**src/rtl/bit_8_serializer.sv**
```systemverilog
// Byte-to-bit serializer: one-deep holding register feeding an MSB-first shifter,
// with an optional fixed idle gap between frames. All outputs come straight from flops.
module bit_8_serializer #(
  parameter int GAP = 0
) (
  input  logic       clk,
  input  logic       rst,
  input  logic       in_valid,
  input  logic [7:0] in_data,
  output logic       in_ready,
  output logic       ser_out,
  output logic       ser_en,
  output logic       frame_done,
  output logic       busy
);

  typedef enum logic [1:0] {ST_IDLE, ST_SHIFT, ST_GAP} state_e;

  localparam int GW = (GAP > 1) ? $clog2(GAP) : 1;
  localparam logic [GW-1:0] GAP_LAST = GW'((GAP > 0) ? GAP - 1 : 0);

  state_e        state_q, state_d;
  logic [7:0]    hold_q, hold_d;
  logic          full_q, full_d;
  logic [7:0]    shift_q, shift_d;
  logic [2:0]    cnt_q, cnt_d;
  logic [GW-1:0] gcnt_q, gcnt_d;
  logic          reload;

  logic ready_q, ready_d;
  logic sout_q, sout_d;
  logic sen_q, sen_d;
  logic fd_q, fd_d;
  logic busy_q, busy_d;

  always_comb begin
    state_d = state_q;
    hold_d  = hold_q;
    full_d  = full_q;
    shift_d = shift_q;
    cnt_d   = cnt_q;
    gcnt_d  = gcnt_q;
    reload  = 1'b0;

    case (state_q)
      ST_IDLE: begin
        if (full_q) reload = 1'b1;
      end
      ST_SHIFT: begin
        shift_d = {shift_q[6:0], 1'b0};
        cnt_d   = cnt_q + 3'd1;
        if (cnt_q == 3'd7) begin
          if (GAP == 0) begin
            if (full_q) reload = 1'b1;
            else        state_d = ST_IDLE;
          end else begin
            state_d = ST_GAP;
            gcnt_d  = '0;
          end
        end
      end
      ST_GAP: begin
        gcnt_d = gcnt_q + GW'(1);
        if (gcnt_q == GAP_LAST) begin
          if (full_q) reload = 1'b1;
          else        state_d = ST_IDLE;
        end
      end
      default: state_d = ST_IDLE;
    endcase

    // Draining only happens when full, so it never collides with an accepted byte
    if (reload) begin
      shift_d = hold_q;
      full_d  = 1'b0;
      cnt_d   = 3'd0;
      state_d = ST_SHIFT;
    end
    if (in_valid && !full_q) begin
      hold_d = in_data;
      full_d = 1'b1;
    end

    // Outputs are computed from next state so the flops present them the same cycle the state does
    ready_d = !full_d;
    sen_d   = (state_d == ST_SHIFT);
    sout_d  = sen_d & shift_d[7];
    fd_d    = sen_d && (cnt_d == 3'd7);
    busy_d  = (state_d != ST_IDLE) || full_d;
  end

  always_ff @(posedge clk or negedge rst) begin
    if (!rst) begin
      state_q <= ST_IDLE;
      hold_q  <= '0;
      full_q  <= 1'b0;
      shift_q <= '0;
      cnt_q   <= '0;
      gcnt_q  <= '0;
      ready_q <= 1'b1;
      sout_q  <= 1'b0;
      sen_q   <= 1'b0;
      fd_q    <= 1'b0;
      busy_q  <= 1'b0;
    end else begin
      state_q <= state_d;
      hold_q  <= hold_d;
      full_q  <= full_d;
      shift_q <= shift_d;
      cnt_q   <= cnt_d;
      gcnt_q  <= gcnt_d;
      ready_q <= ready_d;
      sout_q  <= sout_d;
      sen_q   <= sen_d;
      fd_q    <= fd_d;
      busy_q  <= busy_d;
    end
  end

  assign in_ready   = ready_q;
  assign ser_out    = sout_q;
  assign ser_en     = sen_q;
  assign frame_done = fd_q;
  assign busy       = busy_q;

endmodule

```
**config.mk**
```make
export PLATFORM = sky130hd
export DESIGN_NAME = bit_8_serializer
export DESIGN_NICKNAME = d
export VERILOG_FILES = /design/src/rtl/bit_8_serializer.sv
export SDC_FILE = /design/constraint.sdc
export NUM_CORES = 1
export LEC_CHECK = 0
export ABC_AREA = 1
export ABC_CLOCK_PERIOD_IN_PS = 1730
export CELL_PAD_IN_SITES_DETAIL_PLACEMENT = 1
export CELL_PAD_IN_SITES_GLOBAL_PLACEMENT = 1
export CORE_MARGIN = 2
export CORE_UTILIZATION = 41
export DETAILED_ROUTE_END_ITERATION = 8
export PLACE_DENSITY_LB_ADDON = 0.1
export SLEW_MARGIN = 0
export SYNTH_ARGS = -nofsm -noshare
export SYNTH_HDL_FRONTEND = slang
export SYNTH_SLANG_ARGS = --single-unit
export TNS_END_PERCENT = 30
```
**constraint.sdc**
```tcl
create_clock -name clk -period 1.73 [get_ports clk]
set_input_delay 0.346 -clock clk [delete_from_list [all_inputs] [get_ports clk]]
set_output_delay 0.346 -clock clk [all_outputs]
set_load 0.01 [all_outputs]
```
==> results_dict.tcl <==
set metrics [dict create \
    status "finished clean" \
    rows 20 \
    gp_congestion 0.7225 \
    numPortBuffers 15 \
    synth_area_per_cell_um2 9.361 \
    antenna_found_initial 0 \
    setup_ws_ns 0.1730 \
    worstHoldPathType "input port to async pin" \
    final_area_mm2 0.001490 \
    grtUsageTotal 0.1567 \
    ys_seq_area_frac 0.5473 \
    clock_skew_ns 0.006880 \
    drive_gt1_frac 0.1753 \
    synth.area.mux_share 0.06146 \
    drt-initial-drc-count 21 \
    fp.dieH_um 59.93 \
    tns_ns 0 \
    rsz0062_at_grt "false" \
    worstMarginPinSlew_ns 0.4418 \
    syn_area_mm2 0.001282 \
    cts_tree "done" \
    p_leak_nw 0.7264 \
    maxSlewHeadroom 0.7055 \
    power.clock.fraction 0.135 \
    max_cap_violations 0 \
    regArea_um2 701.9 \
    cts_buffer_depth 2 \
    initial_core_util 0.4271 \
    num_antenna_cells 0 \
    clk_pin_slew_ns 0.15 \
    combPwrFrac 0.416 \
    area_growth_pct 16.20 \
    dp_slack_ns 0.1114 \
    die_w_um 59.93 \
    htreeDepth 1 \
    ys_ff_latch 28 \
    slew_violations 0 \
    wl_mm 2.362 \
    top_level_ports 16 \
    antenna_left 0 \
    yosys_warnings 0 \
    core_mm2 0.003003 \
    synth.net_count 150 \
    rr_worst_depth 10 \
    synth_enable_flop_cells 0 \
    r2r_setup_slack_ns 0.17 \
    cp_max_fo 8 \
    dpl_cell_area_mm2 0.001450 \
    crit_arrival_ns 1.80 \
    cp.required_ns 1.97 \
    nets 168 \
    ys_types 22 \
    period_share 0.9000 \
    wl_per_cell_um 12.63 \
    fill_cells 367 \
    grt_pass1_wl_mm 4.105 \
    synthFlopType "dfrtp_1" \
    grt_pass1_vias 890 \
    cts_setup_buffers 0 \
    startpoint_type "flop" \
    setup_viol 0 \
    avgViaCountPerCell 4.749 \
    cp-end-kind "flop" \
    drc 0 \
    overflow 0 \
    p_seq_frac 0.449 \
    dieArea_mm2 0.003592 \
    crit_type "flop to flop" \
    multi_input_area_um2 467.9 \
    p_per_area_mw_per_mm2 1601 \
    switchingPower_mw 0.8974 \
    netSwitchingFraction 0.3760 \
    synth-simple-area-share 0.2439 \
    reg2reg_to "ser_out" \
    syn_inst 137 \
    vdd_drop_max_uv 719.4 \
    vias 888 \
    synth_top_family_by_area "simple AND/OR/NAND/NOR gates" \
    period_needed_ns 1.557 \
    max_freq_mhz 642.2 \
    hold_violations 0 \
    fin_util 0.4963 \
    ctsHoldBuffers 0 \
    cts_buffers 3 \
    root_buffer "clkbuf_4" \
    yosys.area_share.adder 0.01951 \
    drt_first_pass_iters 4 \
    worstReg2RegStart "cnt_q[0]" \
    grt_max_degree 29 \
    insertion_delay_ns 0.33 \
    clock_sinks 28 \
    ys_async_sr_fraction 1.000 \
    intPower_mw 1.489 \
    synth_compound_area_frac 0.02927 \
    synth_xor_area_frac 0.006829 \
    dpl.hpwl_mm 1.795 \
]
[synthesized netlist by cell type, types with 2 or more instances]
master | number | share of area
a21oi_1 | 2 | 0.0078
buf_6 | 3 | 0.026
dfrtp_1 | 27 | 0.53
ha_1 | 2 | 0.020
inv_1 | 20 | 0.059
mux2_2 | 7 | 0.061
nand2_1 | 29 | 0.085
nand2_2 | 5 | 0.024
nand3_1 | 15 | 0.059
nor2_1 | 13 | 0.038
nor2_2 | 2 | 0.0098
o21ai_0 | 2 | 0.0078
[power by group through the flow]
| stage | Combinational (mW) | Clock, mW | Sequential, mW |
|---|---|---|---|
| after detailed placement | 1.01 | 0 | 1.10 |
| after global placement | 0.969 | 0 | 1.08 |
| final | 0.992 | 0.322 | 1.07 |
| after CTS | 1.01 | 0.343 | 1.08 |
| after global routing | 1.17 | 0.364 | 1.10 |
| after floorplan | 0.797 | 0 | 1.05 |
[cells by family after synthesis]
| family | after synthesis |
|---|---|
| and+or+nand+nor | 68 |
| muxes | 7 |
| buffers and inverters | 25 |
| DFF | 28 |
| xor gates and xnor gates | 1 |
| adders and majority gates | 2 |
| AOI/OAI and AO/OA | 6 |
[cells in the final DEF, fill, tap and decap left out, drive strengths merged]
cell type	count
ha	2
dfstp	1
nor2	16
buf	2
xnor2	1
or2	1
dfrtp	27
clkdlybuf4s50	14
inv	21
o21ai	3
nand3b	1
mux2	7
a21oi	3
nand2	35
clkbuf	4
dlygate4sd2	1
nand3	15
[state kept, by name, summed over array words and instances (netlist names)]
register and count:
busy 1, in_ready 1, ser_en 1, ser_out 1, state_q 2, gcnt_q 1, hold_q 8, shift_q 8
frame_done 1, cnt_q 3, full_q 1
[layout make-up]
type                            count  area share
Sequential cell                    28      0.4710
Multi-Input combinational cell     84      0.3140
Timing Repair Buffer               17      0.1100
Inverter                           21     0.05290
Tap cell                           33     0.02771
Clock buffer                        4     0.02435
[through the flow]
stage / power [mW] / hold slack [ns] / cells
global route: 2.637 / 0.3741 / 187
finish: 2.387 / 0.3687 / 187
global placement: 2.049 / 0.4879 / 183
detailed placement: 2.102 / 0.4823 / 183
CTS: 2.426 / 0.3670 / 187
floorplan: 1.845 / 0.05041 / 137
[worst max-delay path by stage]
stage | to | startpoint | cells past startpoint | slack (ns)
final | ser_out | cnt_q[0] | 10 | 0.17
after CTS | busy | cnt_q[0] | 8 | 0.09
after detailed placement | busy | cnt_q[0] | 8 | 0.11
after global routing | ser_out | cnt_q[0] | 10 | 0.02
after floorplan | ser_out | cnt_q[0] | 10 | 0.40
after global placement | busy | cnt_q[0] | 8 | 0.20
[layer usage]
| layer | share of wire | GRT usage | vias to the layer above |
|---|---|---|---|
| met5 | 0 | 0 | - |
| met4 | 0.021 | 0.07619 | 0 |
| li1 | - | - | 452 |
| met1 | 0.49 | 0.2212 | 413 |
| met2 | 0.44 | 0.2329 | 18 |
| met3 | 0.039 | 0.02381 | 5 |
[timing repair]
item / CTS / global route
setup endpoints to repair: 1 / 5
cloned: 0 / 0
pin swaps: 0 / 0
resized for setup: 1 / 1
[critical path, cell delays in order, from the launching register on]
cell and delay [ns]:
dfrtp_1 0.42, ha_1 0.17, ha_1 0.16, inv_1 0.07
nand2_1 0.05, nand2_1 0.06, nor2_2 0.19, buf_4 0.19
nand2_2 0.06, nand2_2 0.07, nor2_1 0.04
Note: power is estimated with default switching activity, not from simulation.
